===== src/rtl/cr16_run_control.sv =====
// cr16_run_control: warm-up, run/step/breakpoint control, cycle counter and display mux for the CR16 core
module cr16_run_control #(
  parameter int P_COLD_CLK_CYCLES = 2,
  parameter int P_MAX_PC = 32,
  parameter int P_PC_WIDTH = 16,
  parameter int P_DATA_WIDTH = 16,
  parameter int P_NUM_DIGITS = 6,
  parameter int P_CNT_WIDTH = 24
) (
  input  logic I_CLK,
  input  logic I_RESET,
  input  logic [1:0] I_MODE,
  input  logic I_STEP,
  input  logic I_RESUME,
  input  logic [P_PC_WIDTH-1:0] I_BREAK_PC,
  input  logic [P_PC_WIDTH-1:0] I_PC,
  input  logic [P_DATA_WIDTH-1:0] I_RESULT_BUS,
  input  logic [P_DATA_WIDTH-1:0] I_MEM_DATA_B,
  output logic O_CR16_ENABLE,
  output logic [4*P_NUM_DIGITS-1:0] O_DISPLAY_BITS,
  output logic [2:0] O_STATE,
  output logic O_HALTED,
  output logic [P_CNT_WIDTH-1:0] O_CYCLE_COUNT
);
  typedef enum logic [2:0] {
    WARMUP = 3'd0,
    RUN = 3'd1,
    STEP_WAIT = 3'd2,
    STEP_PULSE = 3'd3,
    HALT_BRK = 3'd4,
    HALT_MAX = 3'd5
  } state_t;
  localparam int unsigned COLD = (P_COLD_CLK_CYCLES < 1) ? 1 : P_COLD_CLK_CYCLES;
  localparam int DW = 4 * P_NUM_DIGITS;
  state_t state_q, state_n;
  logic [31:0] wcnt_q;
  logic step_q, resume_q, mask_q;
  logic step_rise, resume_rise, max_hit, brk_hit, halt_n;
  assign step_rise = I_STEP & ~step_q;
  assign resume_rise = I_RESUME & ~resume_q;
  assign max_hit = 32'(I_PC) > 32'(P_MAX_PC);
  assign brk_hit = (I_MODE == 2'b10) && (I_PC == I_BREAK_PC) && !mask_q;
  assign halt_n = (state_n == HALT_BRK) || (state_n == HALT_MAX);
  assign O_STATE = state_q;
  // next state and core enable; enable is gated combinationally so a halting PC never executes
  always_comb begin
    state_n = state_q;
    O_CR16_ENABLE = 1'b0;
    case (state_q)
      WARMUP: state_n = (wcnt_q == 32'(COLD - 1)) ? ((I_MODE == 2'b01) ? STEP_WAIT : RUN) : WARMUP;
      RUN: begin
        O_CR16_ENABLE = !max_hit && !brk_hit;
        state_n = max_hit ? HALT_MAX : brk_hit ? HALT_BRK : (I_MODE == 2'b01) ? STEP_WAIT : RUN;
      end
      STEP_WAIT: state_n = max_hit ? HALT_MAX : step_rise ? STEP_PULSE : (I_MODE != 2'b01) ? RUN : STEP_WAIT;
      STEP_PULSE: begin
        O_CR16_ENABLE = !max_hit;
        state_n = STEP_WAIT;
      end
      HALT_BRK: state_n = resume_rise ? RUN : HALT_BRK;
      HALT_MAX: state_n = HALT_MAX;
      default: state_n = WARMUP;
    endcase
  end
  // state, warm-up count, edge detectors and the breakpoint mask that suppresses re-halting on resume
  always_ff @(posedge I_CLK) begin
    if (I_RESET) begin
      state_q <= WARMUP;
      wcnt_q <= '0;
      step_q <= 1'b0;
      resume_q <= 1'b0;
      mask_q <= 1'b0;
    end else begin
      state_q <= state_n;
      if (state_q == WARMUP) wcnt_q <= wcnt_q + 32'd1;
      step_q <= I_STEP;
      resume_q <= I_RESUME;
      if (state_q == HALT_BRK && resume_rise) mask_q <= 1'b1;
      else if (I_PC != I_BREAK_PC || I_MODE != 2'b10) mask_q <= 1'b0;
    end
  end
  // registered outputs: display source follows the current state, halted tracks the next state
  always_ff @(posedge I_CLK) begin
    if (I_RESET) begin
      O_DISPLAY_BITS <= '0;
      O_HALTED <= 1'b0;
      O_CYCLE_COUNT <= '0;
    end else begin
      O_DISPLAY_BITS <= (state_q == HALT_BRK || state_q == HALT_MAX) ? DW'(I_MEM_DATA_B) : DW'({I_PC, I_RESULT_BUS});
      O_HALTED <= halt_n;
      if (O_CR16_ENABLE && !(&O_CYCLE_COUNT)) O_CYCLE_COUNT <= O_CYCLE_COUNT + P_CNT_WIDTH'(1);
    end
  end
endmodule


===== config.mk =====
export PLATFORM = sky130hd
export DESIGN_NAME = cr16_run_control
export DESIGN_NICKNAME = d
export VERILOG_FILES = /design/src/rtl/cr16_run_control.sv
export SDC_FILE = /design/constraint.sdc
export NUM_CORES = 1
export LEC_CHECK = 0
export BUFFER_PORTS_ARGS = -buffer_cell sky130_fd_sc_hd__buf_2
export CAP_MARGIN = 0
export CORE_UTILIZATION = 40
export CTS_CLUSTER_SIZE = 28
export DETAILED_ROUTE_END_ITERATION = 16
export GPL_TIMING_DRIVEN = 0
export PLACE_DENSITY_LB_ADDON = 0.12
export SYNTH_ARGS = -nofsm -noshare
export SYNTH_HDL_FRONTEND = slang
export SYNTH_SLANG_ARGS = --single-unit

===== constraint.sdc =====
create_clock -name I_CLK -period 3 [get_ports I_CLK]
set_input_delay 0.15 -clock I_CLK [delete_from_list [all_inputs] [get_ports I_CLK]]
set_output_delay 0.15 -clock I_CLK [all_outputs]
set_load 0.1 [all_outputs]

======== After elaboration in Yosys (flattened, before gate mapping) ========
Index checks and enable logic that the tools add are counted.
operators by class
  add/sub/neg operators ................... 2
  bitwise logic cells ..................... 4
  magnitude comparators ................... 1
  mux-type cells .......................... 13
  reductions and logical operators ........ 16
  eq/ne operators ......................... 14
operators by type and width
  kind                     number
  $add A32 B1 Y32 const B  1
  $eq A32 B1 Y1 const B    1
  $add A24 B1 Y24 const B  1
  $reduce_and A24 Y1       1
  $pmux W3 S6              1
  $eq A16 B16 Y1           1
  $gt A16 B6 Y1 const B    1
  $mux W16                 1
  $ne A16 B16 Y1           1
  $mux W3                  5
  $eq A3 B3 Y1 const B     4
  $eq A3 B2 Y1 const B     2
  $mux W2                  3
  $logic_and A1 B1 Y1      5
  $logic_not A1 Y1         4
  $eq A3 B1 Y1 const B     1
  $logic_not A3 Y1         1
  $logic_or A1 B1 Y1       3
  $and A1 B1 Y1            2
  $eq A2 B1 Y1 const B     1
  $eq A2 B2 Y1 const B     1
  $mux W1                  2
  $ne A2 B1 Y1 const B     1
  $ne A2 B2 Y1 const B     1
  4 further kinds          5
storage, ports and cells
  input bits .............................. 70
  word-level logic and storage cells ...... 59
  register bits after elaboration ......... 87

======== Longest topological paths before layout ========
Gate-level depths: netlist of run 1.
  depth in word-level cells ............... 8
  mapped depth ............................ 9

======== Worst setup path after synthesis of run 1 ========
Ideal clock, no wire load.
  kind .................................... reg-to-output
  start ................................... register state_q[1] (netlist: O_STATE[1])
  end ..................................... output port O_CR16_ENABLE
  buffers on the path ..................... 3
  stages on the path, launching flop included .. 8
  arrival time ............................ 3,081 ps
  data required time ...................... 2,850 ps
  path slack .............................. -231 ps
  cell sequence ........................... dfxtp_1 > nor2_1 > and4_1 > nor4bb_1 > clkbuf_1 > buf_4 > buf_4 > nor2_1
between the ends
  word-level cells in the longest chain between the ends .. 2
  elaborated cells on any way between the ends .. 3
ends and longest elaborated chain
  item                                          line  text
  start: declaration                            35    state_t state_q, state_n;
  start signal: assignment                      74    state_q <= state_n;
  $eq A3 B2 Y1 or $eq A3 B1 Y1 (tied branches)  49    case (state_q)
  $pmux W1 S2 (*)                               49
  end: declaration                              19    output logic O_CR16_ENABLE,
Mark *: on every way between the ends. The rest lies on a longest branch, timed or not.

======== Final worst setup path of run 1 ========
Same ends and word-level chain as after synthesis.

==> results of run 1 <==
report_power, final:
| group | internal (W) | switching, W |
|---|---|---|
| combinational | 0.000238 | 0.000842 |
| sequential | 0.00124 | 0.0000574 |
| clock | 0.000394 | 0.000454 |
| total | 0.00187 | 0.00135 |
worst max path at each step:
stage	startpoint	end	slack, ns	depth (start not counted)
after floorplan	O_CYCLE_COUNT[7]	O_CYCLE_COUNT[11]	0.007	7
after global placement	I_PC[9]	O_CR16_ENABLE	0.35	10
after detailed placement	I_PC[9]	O_CR16_ENABLE	0.34	10
after CTS	I_PC[9]	O_CR16_ENABLE	0.33	10
after global routing	I_PC[9]	O_CR16_ENABLE	0.13	10
final	O_STATE[1]	O_CR16_ENABLE	0.39	8
placed cells by master, fill, tap and decap left out, types with 11 or more instances in the layout:
master	count
buf_2	123
dfxtp_1	86
nand2_1	58
nor2_1	57
xor2_1	32
a21oi_1	32
nand3_1	28
nor2b_1	23
nor4_1	19
clkbuf_1	17
or4_1	13
nand4_1	13
mux2_2	11
worst reg2reg max path, delay by kind of cell, from the launching register on:
kind             cells  cell delay [ns]
flip-flops           1             0.41
XOR/XNOR             1             0.16
AND/OR/NAND/NOR      5             1.88
flip-flops by register name, indices dropped and copies added (netlist names):
name,flops
O_CYCLE_COUNT,24
O_DISPLAY_BITS,24
O_HALTED,1
O_STATE,3
mask_q,1
resume_q,1
step_q,1
wcnt_q,32
cell type report:
class                      count  share of cell area [%]
buffer                        25                    2.38
clock buffer                   9                    2.36
clock inverter                 7                    1.48
inverter                       7                   0.500
multi-input combinational    386                    45.2
sequential                    87                    33.2
tap                          136                    3.24
timing repair buffer         122                    11.6
kinds of logic after synthesis:
family	count (synthesis)	share of synthesized area [%]
compound gates	60	9.19
fa+ha+maj	3	0.881
buf+inv	32	3.55
simple gates	267	33.1
mux	14	3.76
flops	87	40.9
xor+xnor	42	8.64
through the flow:
stage | area (sq um) | total power, W | worst slack [ns] | hold WS (ns)
CTS | 5250 | 0.00325 | 0.333 | 0.00631
global placement | 5040 | 0.00239 | 0.355 | 0.378
floorplan | 4260 | 0.00216 | 0.00673 | 0.272
global route | 5250 | 0.00338 | 0.131 | 0.00552
finish | 5250 | 0.00323 | 0.389 | 0.0169
detailed placement | 5040 | 0.00241 | 0.342 | 0.385
routing by layer:
layer | routed length (um) | track usage (%) | up-vias
li1 | - | - | 2050
met1 | 5210 | 27.7 | 1903
met2 | 5230 | 33.7 | 138
met3 | 626 | 3.56 | 11
met4 | 117 | 7.24 | 0
met5 | 0 | 0 | -
==> run metrics, run 1 <==
status complete, no violations; worst path arrival time 2.46 ns; first-pass GRT wire length 18500 um; DIE AREA 0.0111 sq mm; Critical Path RT 2.85 ns; root buf cell clkbuf_8; CTS tree done; Final Non-Filler Cells 779; Cells after Synth 505; R2R depth 6; Final setup viols 0; hold worst-path end O_DISPLAY_BITS[10]; placed insts 763; maximum operating frequency 383 MHz; GRT overflow 0; Tot GR Track Use 20.8%; Ant. Diodes 0; Crit path largest cell delay 0.36 ns; I/O Pins 123; hold buffers post-CTS 0; clk sink count 87; register area share after synthesis 40.9%; area of the multi-input gates 0.00237 sq mm; Clock Pin Slew Worst Setup and Hold Paths 0.10 ns; min-delay src I_MEM_DATA_B[10]; Initial Util 41.3%; CTS max path bufs 2; final core utilization 50.9%; Layout area overhead 23.3%; leak pwr 2.14 nW; post-layout min period 2.61 ns; Yosys reg bits 87; Synth Warn # 0; fillcell total 985; ys async rst share 0%; Pre-Repair DR Iteration Count 4; Worst-Skew Late Latency 0.36 ns; period utilisation layout 87.0%; # Post-CTS Setup Buffers 0; PD cells 615 mW/mm^2; CP Class register to output pin; Worst Path Buf+Inv 4; vias in the first global route 3902; Fin Setup TNS 0 ns; DRC viols 0; Routed WL per cell 14.4 um; antenna violations before repair 0; row count 37; die height 105 um; Startpoint Class register; share of cells above drive strength 1 26.1%; nets 711; Port-buffer cells 122; Worst VDD drop 0.448 mV; top-count cell post-synth dfxtp_1; Critical R2R Launch O_STATE[0]; Clock Skews 0.0127 ns; post-synth cell types 51; number of antenna-violating nets in the routed design 0; Reg area 0.00174 sq mm; routability cong. 0.817; Via Count 4102; Synth area leader dfxtp_1; RSZ-0062 raised after global routing false; Slew headroom 28.2%; internal reg-to-reg setup slack 0.45 ns; vias per cell 5.27; max-cap violation count 0; Worst path slowest cell dfxtp_1; Hold Vio Cnt, Final 0; DPL Wire Length 8370 um; CTS H-tree depth 3; die extent in x 105 um; Yosys top cell area share 40.9%; cts repair resizes 0; WHS Path Cells 3; Cell Chain, Critical Path nor2_1, and4_1, nor4bb_1, clkbuf_1, buf_4, buf_4, nor2_2, buf_2; mapped cell area 0.00426 sq mm; commonest cells in the netlist 87 x dfxtp_1, 58 x nand2_1, 58 x nor2_1; Synth Net Count 578; Most Frequent Cell on Critical Path buf_4; max-slew violation count 0; Slew @ Worst Pin 1.07 ns; Total Routed Length 11200 um; Primary FF master, synth dfxtp_1; number of flops mapped to enable cells by yosys 0; core area 0.0103 sq mm; largest net degree at the start of global routing 17; Post-Synthesis Mean Instance Area 8.43 sq um; CTS Buf Count 9; r2r endpoint wcnt_q[27]; CP max FO 10; Top delay family on crit path buffers and inverters; Min-Delay Path Class primary input to register; top post-synthesis cells by area dfxtp_1 41%, xor2_1 6.6%, nand2_1 5.1%, nor2_1 5.1%, a21oi_1 3.8%; nature of the critical path endpoint output pin; Iter 0 DRT Violations 171
Power figures use the tool's default switching activity.
==> inputs of run 2 (changes only) <==
--- a/config.mk
+++ b/config.mk
@@ -7,6 +7,7 @@
 export LEC_CHECK = 0
 export BUFFER_PORTS_ARGS = -buffer_cell sky130_fd_sc_hd__buf_2
 export CAP_MARGIN = 0
+export CORE_ASPECT_RATIO = 1.1
 export CORE_UTILIZATION = 40
 export CTS_CLUSTER_SIZE = 28
 export DETAILED_ROUTE_END_ITERATION = 16
==> run 2 against run 1 <==
Largest cell class unchanged. Clock power up 37%. Routed wire length up 2.1%. Sequential share of layout area down 0.69 points. Combinational power about the same. Highest routed layer unchanged. Core utilization up 0.73 points. Final area up 2.1%.
==> run metrics, run 2 (same netlist as run 1, synthesis figures left out) <==
status complete, no violations; Area after DPL 0.00505 sq mm; number of antenna-violating nets in the routed design 0; Worst-Skew Late Latency 0.33 ns; internal reg-to-reg setup slack 0.45 ns; maximum operating frequency 384 MHz; Slew @ Worst Pin 1.14 ns; Iter 0 DRT Violations 223; CTS H-tree depth 3; fillcell total 1032; Critical Path RT 2.85 ns; DRC viols 0; max reg flops 32; nets 711; Ant. Diodes 0; Slew headroom 23.0%; post-layout min period 2.60 ns; root buf cell clkbuf_16; CTS tree done; commonest non-fill, non-tap cell in the layout buf_2; CTS Buf Count 9; Min-Delay Path Class primary input to register; max-slew violation count 0; nature of the critical path endpoint output pin; most frequent cells in the layout 123 x buf_2, 86 x dfxtp_1, 58 x nand2_1; period utilisation layout 86.8%; antenna violations before repair 0; hold buffers post-CTS 0; Via Count 4112; Critical R2R Launch O_STATE[0]; row count 39; largest net degree at the start of global routing 16; vias per cell 5.23; RSZ-0062 raised after global routing false; PD cells 661 mW/mm^2; final instance area 0.00536 sq mm; Initial Util 41.0%; Clk pwr share 32.8%; Pre-Repair DR Iteration Count 5; Psw 0.00138 W; Fin Setup TNS 0 ns; Clock Skews 0.00734 ns; final core utilization 51.6%; Pint 0.00216 W; DPL Wire Length 8540 um; end point of the critical path O_CR16_ENABLE; Layout area overhead 25.9%; DIE AREA 0.0111 sq mm; Worst VDD drop 0.344 mV; CTS max path bufs 2; Tot GR Track Use 21.1%; Sw Ratio 39.1%; routability cong. 0.841; worst path arrival time 2.45 ns; largest register by flop count wcnt_q; leak pwr 2.19 nW; Startpoint Class primary input; # Post-CTS Setup Buffers 0; Hold Vio Cnt, Final 0; max-cap violation count 0; Final setup viols 0; first-pass GRT wire length 18600 um; Clock Pin Slew Worst Setup and Hold Paths 0.06 ns; GRT overflow 0; Seq pwr share 36.7%; I/O Pins 123; r2r endpoint wcnt_q[27]; cts repair resizes 0; die extent in x 100 um; CP max FO 10; clk sink count 87; Worst Setup SP I_PC[9]; Total Routed Length 11400 um; top flop regs wcnt_q x32, O_CYCLE_COUNT x24, O_DISPLAY_BITS x24; die height 110 um; vias in the first global route 3924; Routed WL per cell 14.5 um; share of cells above drive strength 1 25.8%; Logic pwr share 30.5%; Port-buffer cells 122; CP Class primary input to output pin; core area 0.0104 sq mm; R2R depth 6
-- run 2: cell types whose count changed in the layout (fill, tap and decap cells not counted), sizes merged --
cell    previous run  this run
clkbuf            26        28
inv               10         8
-- run 2: cell type report --
type	count	area (sq um)	area share [%]
buffer	25	125	2.33
clock buffer	11	243	4.53
clock inverter	5	66.3	1.24
inverter	7	26.3	0.490
multi-input combinational	386	2370	44.2
sequential	87	1740	32.5
tap	143	179	3.34
timing repair buffer	122	611	11.4
-- run 2: worst max-delay path, stage by stage --
cell and delay [ns]:
buf_2 0.11, nor2b_1 0.13, a2111oi_1 0.53, nand2_1 0.09, nor4bb_1 0.30, clkbuf_1 0.34, buf_4 0.25, buf_4 0.21
nor2_2 0.05, buf_2 0.29
-- run 2: per-stage QoR --
step / setup WS, ns / hold WS, ns / std cells / power [W]
floorplan: 0.00673 / 0.272 / 505 / 0.00216
global placement: 0.429 / 0.380 / 770 / 0.00239
detailed placement: 0.416 / 0.390 / 770 / 0.00240
CTS: 0.401 / 0.0468 / 786 / 0.00356
global route: 0.0659 / 0.0539 / 786 / 0.00369
finish: 0.397 / 0.0467 / 786 / 0.00354
-- run 2: worst min path at each step --
stage | startpoint | end | slack [ns] | depth (start not counted)
global placement | I_STEP | step_q | 0.38 | 2
global route | I_RESULT_BUS[11] | O_DISPLAY_BITS[11] | 0.05 | 3
detailed placement | I_STEP | step_q | 0.39 | 2
CTS | I_MEM_DATA_B[2] | O_DISPLAY_BITS[2] | 0.05 | 3
finish | I_STEP | step_q | 0.05 | 2
floorplan | I_PC[0] | O_DISPLAY_BITS[16] | 0.27 | 1
-- run 2: routing by layer --
metal | track usage [%] | part of all wire [%]
met5 | 0 | 0
met4 | 7.76 | 1.2
met3 | 2.84 | 4.9
met2 | 37.0 | 50
met1 | 26.5 | 44
-- run 2: power groups by stage --
stage	registers, W	clock network [W]	logic, W
floorplan	0.00183	0	0.000338
global placement	0.00132	0	0.00107
detailed placement	0.00132	0	0.00108
CTS	0.00130	0.00118	0.00109
global route	0.00131	0.00123	0.00115
finish	0.00130	0.00116	0.00108
==> inputs of run 3 (changes only) <==
--- a/config.mk
+++ b/config.mk
@@ -12,7 +12,7 @@
 export CTS_CLUSTER_SIZE = 28
 export DETAILED_ROUTE_END_ITERATION = 16
 export GPL_TIMING_DRIVEN = 0
-export PLACE_DENSITY_LB_ADDON = 0.12
+export PLACE_DENSITY_LB_ADDON = 0.2
 export SYNTH_ARGS = -nofsm -noshare
 export SYNTH_HDL_FRONTEND = slang
 export SYNTH_SLANG_ARGS = --single-unit
==> run 3 against run 2 <==
Sequential share of layout area up 0.099 points. Combinational power barely moved. Critical path depth unchanged. Die area stayed put. Core utilization down 0.16 points. Final area shrank 0.30%. Flip-flop and latch count unchanged. Non-clock buffer count unchanged. Clock skew fell by 0.0022 ns.
==> run metrics, run 3 (same netlist as run 1, synthesis figures left out) <==
status complete, no violations; post-layout min period 2.66 ns; CTS max path bufs 2; DRC viols 0; largest register by flop count wcnt_q; worst path arrival time 2.51 ns; Pre-Repair DR Iteration Count 4; Worst-Skew Late Latency 0.33 ns; Hold Vio Cnt, Final 0; r2r endpoint wcnt_q[27]; Critical R2R Launch O_STATE[0]; Top delay family on crit path buffers and inverters; period utilisation layout 88.5%; first-pass GRT wire length 18100 um; R2R depth 6; Area after DPL 0.00505 sq mm; CTS H-tree depth 3; max reg flops 32; max-cap violation count 0; hold worst-path end step_q; nature of the critical path endpoint output pin; hold buffers post-CTS 0; vias per cell 5.19; Ant. Diodes 0; GRT overflow 0; cts repair resizes 0; min-delay src I_STEP; routability cong. 0.798; PD cells 652 mW/mm^2; I/O Pins 123; largest net degree at the start of global routing 14; fillcell total 1018; core area 0.0104 sq mm; WHS Path Cells 2; CTS Buf Count 9; Crit path largest cell delay 0.54 ns; Slew @ Worst Pin 1.09 ns; nets 711; Routed WL per cell 14.5 um; Port-buffer cells 122; DIE AREA 0.0111 sq mm; Clock Skews 0.00511 ns; Min-Delay Path Class primary input to register; Reg area 0.00174 sq mm; row count 39; max-slew violation count 0; vias in the first global route 3896; Slew headroom 27.0%; # Post-CTS Setup Buffers 0; leak pwr 2.18 nW; Worst Path Buf+Inv 5; Iter 0 DRT Violations 203; DPL Wire Length 8590 um; CP Class primary input to output pin; clk sink count 87; Cell Chain, Critical Path buf_2, nor2b_1, a2111oi_1, nand2_1, nor4bb_1, clkbuf_1, buf_4, buf_4, nor2_2, buf_2; RSZ-0062 raised after global routing false; die extent in x 100 um; top flop regs wcnt_q x32, O_CYCLE_COUNT x24, O_DISPLAY_BITS x24; Total Routed Length 11400 um; Layout area overhead 25.5%; Worst VDD drop 0.380 mV; final core utilization 51.4%; share of cells above drive strength 1 25.5%; root buf cell clkbuf_16; commonest non-fill, non-tap cell in the layout buf_2; Final setup viols 0; number of antenna-violating nets in the routed design 0; Clock Pin Slew Worst Setup and Hold Paths 0.06 ns; Critical Path RT 2.85 ns; antenna violations before repair 0; final instance area 0.00535 sq mm; Startpoint Class primary input; Worst path slowest cell a2111oi_1; internal reg-to-reg setup slack 0.48 ns; Tot GR Track Use 20.6%; CP max FO 10; die height 110 um; maximum operating frequency 376 MHz; Fin Setup TNS 0 ns; Initial Util 41.0%; CTS tree done; area of the multi-input gates 0.00237 sq mm; Via Count 4079; most frequent cells in the layout 123 x buf_2, 86 x dfxtp_1, 58 x nand2_1
[run 3: changes by cell type in the layout (fill, tap and decap cells not counted)]
cell      delta
clkinv_4     -2
clkinv_2     +1
inv_8        -1
clkbuf_1     +2
[run 3: layout make-up]
class | count | share of cell area, %
Clock buffer | 13 | 4.68
Multi-Input combinational cell | 386 | 44.3
Tap cell | 143 | 3.35
Timing Repair Buffer | 122 | 11.4
Sequential cell | 87 | 32.6
Buffer | 25 | 2.34
Inverter | 7 | 0.492
Clock inverter | 3 | 0.796
[run 3: power by group]
part / switching [W] / leakage (nW) / internal [W]
combinational: 0.000833 / 1.33 / 0.000237
sequential: 0.0000570 / 0.709 / 0.00124
clock: 0.000448 / 0.140 / 0.000668
total: 0.00134 / 2.18 / 0.00215
[run 3: worst max-delay path by stage]
stage,depth (start not counted),endpoint,slack [ns],start
floorplan,7,O_CYCLE_COUNT[11],0.007,O_CYCLE_COUNT[7]
global placement,6,wcnt_q[27],0.44,O_STATE[0]
detailed placement,10,O_CR16_ENABLE,0.43,I_PC[9]
CTS,10,O_CR16_ENABLE,0.35,I_PC[9]
global route,10,O_CR16_ENABLE,0.1,I_PC[9]
finish,10,O_CR16_ENABLE,0.34,I_PC[9]
[run 3: through the flow]
stage | setup slack [ns] | hold WS (ns) | instances | power [W]
4_1_cts | 0.352 | 0.0424 | 786 | 0.00352
6_report | 0.344 | 0.0475 | 786 | 0.00349
5_1_grt | 0.0998 | 0.0391 | 786 | 0.00365
3_5_place_dp | 0.426 | 0.392 | 770 | 0.00240
3_3_place_gp | 0.439 | 0.377 | 770 | 0.00239
2_1_floorplan | 0.00673 | 0.272 | 505 | 0.00216
[run 3: per-layer routing]
metal	vias to the layer above	track usage [%]	share of wire, %
li1	2044	-	-
met1	1897	24.8	43
met2	126	36.1	49
met3	12	5.74	6.8
met4	0	6.00	1.3
met5	-	0	0
[run 3: worst reg2reg max path, cell delays in order, from the launching register on]
cell and delay, ns:
dfxtp_1 0.40, nor3_2 0.46, nand4_1 0.40, nor4_2 0.69, nand3_1 0.17, xnor2_1 0.15
nor2b_1 0.12
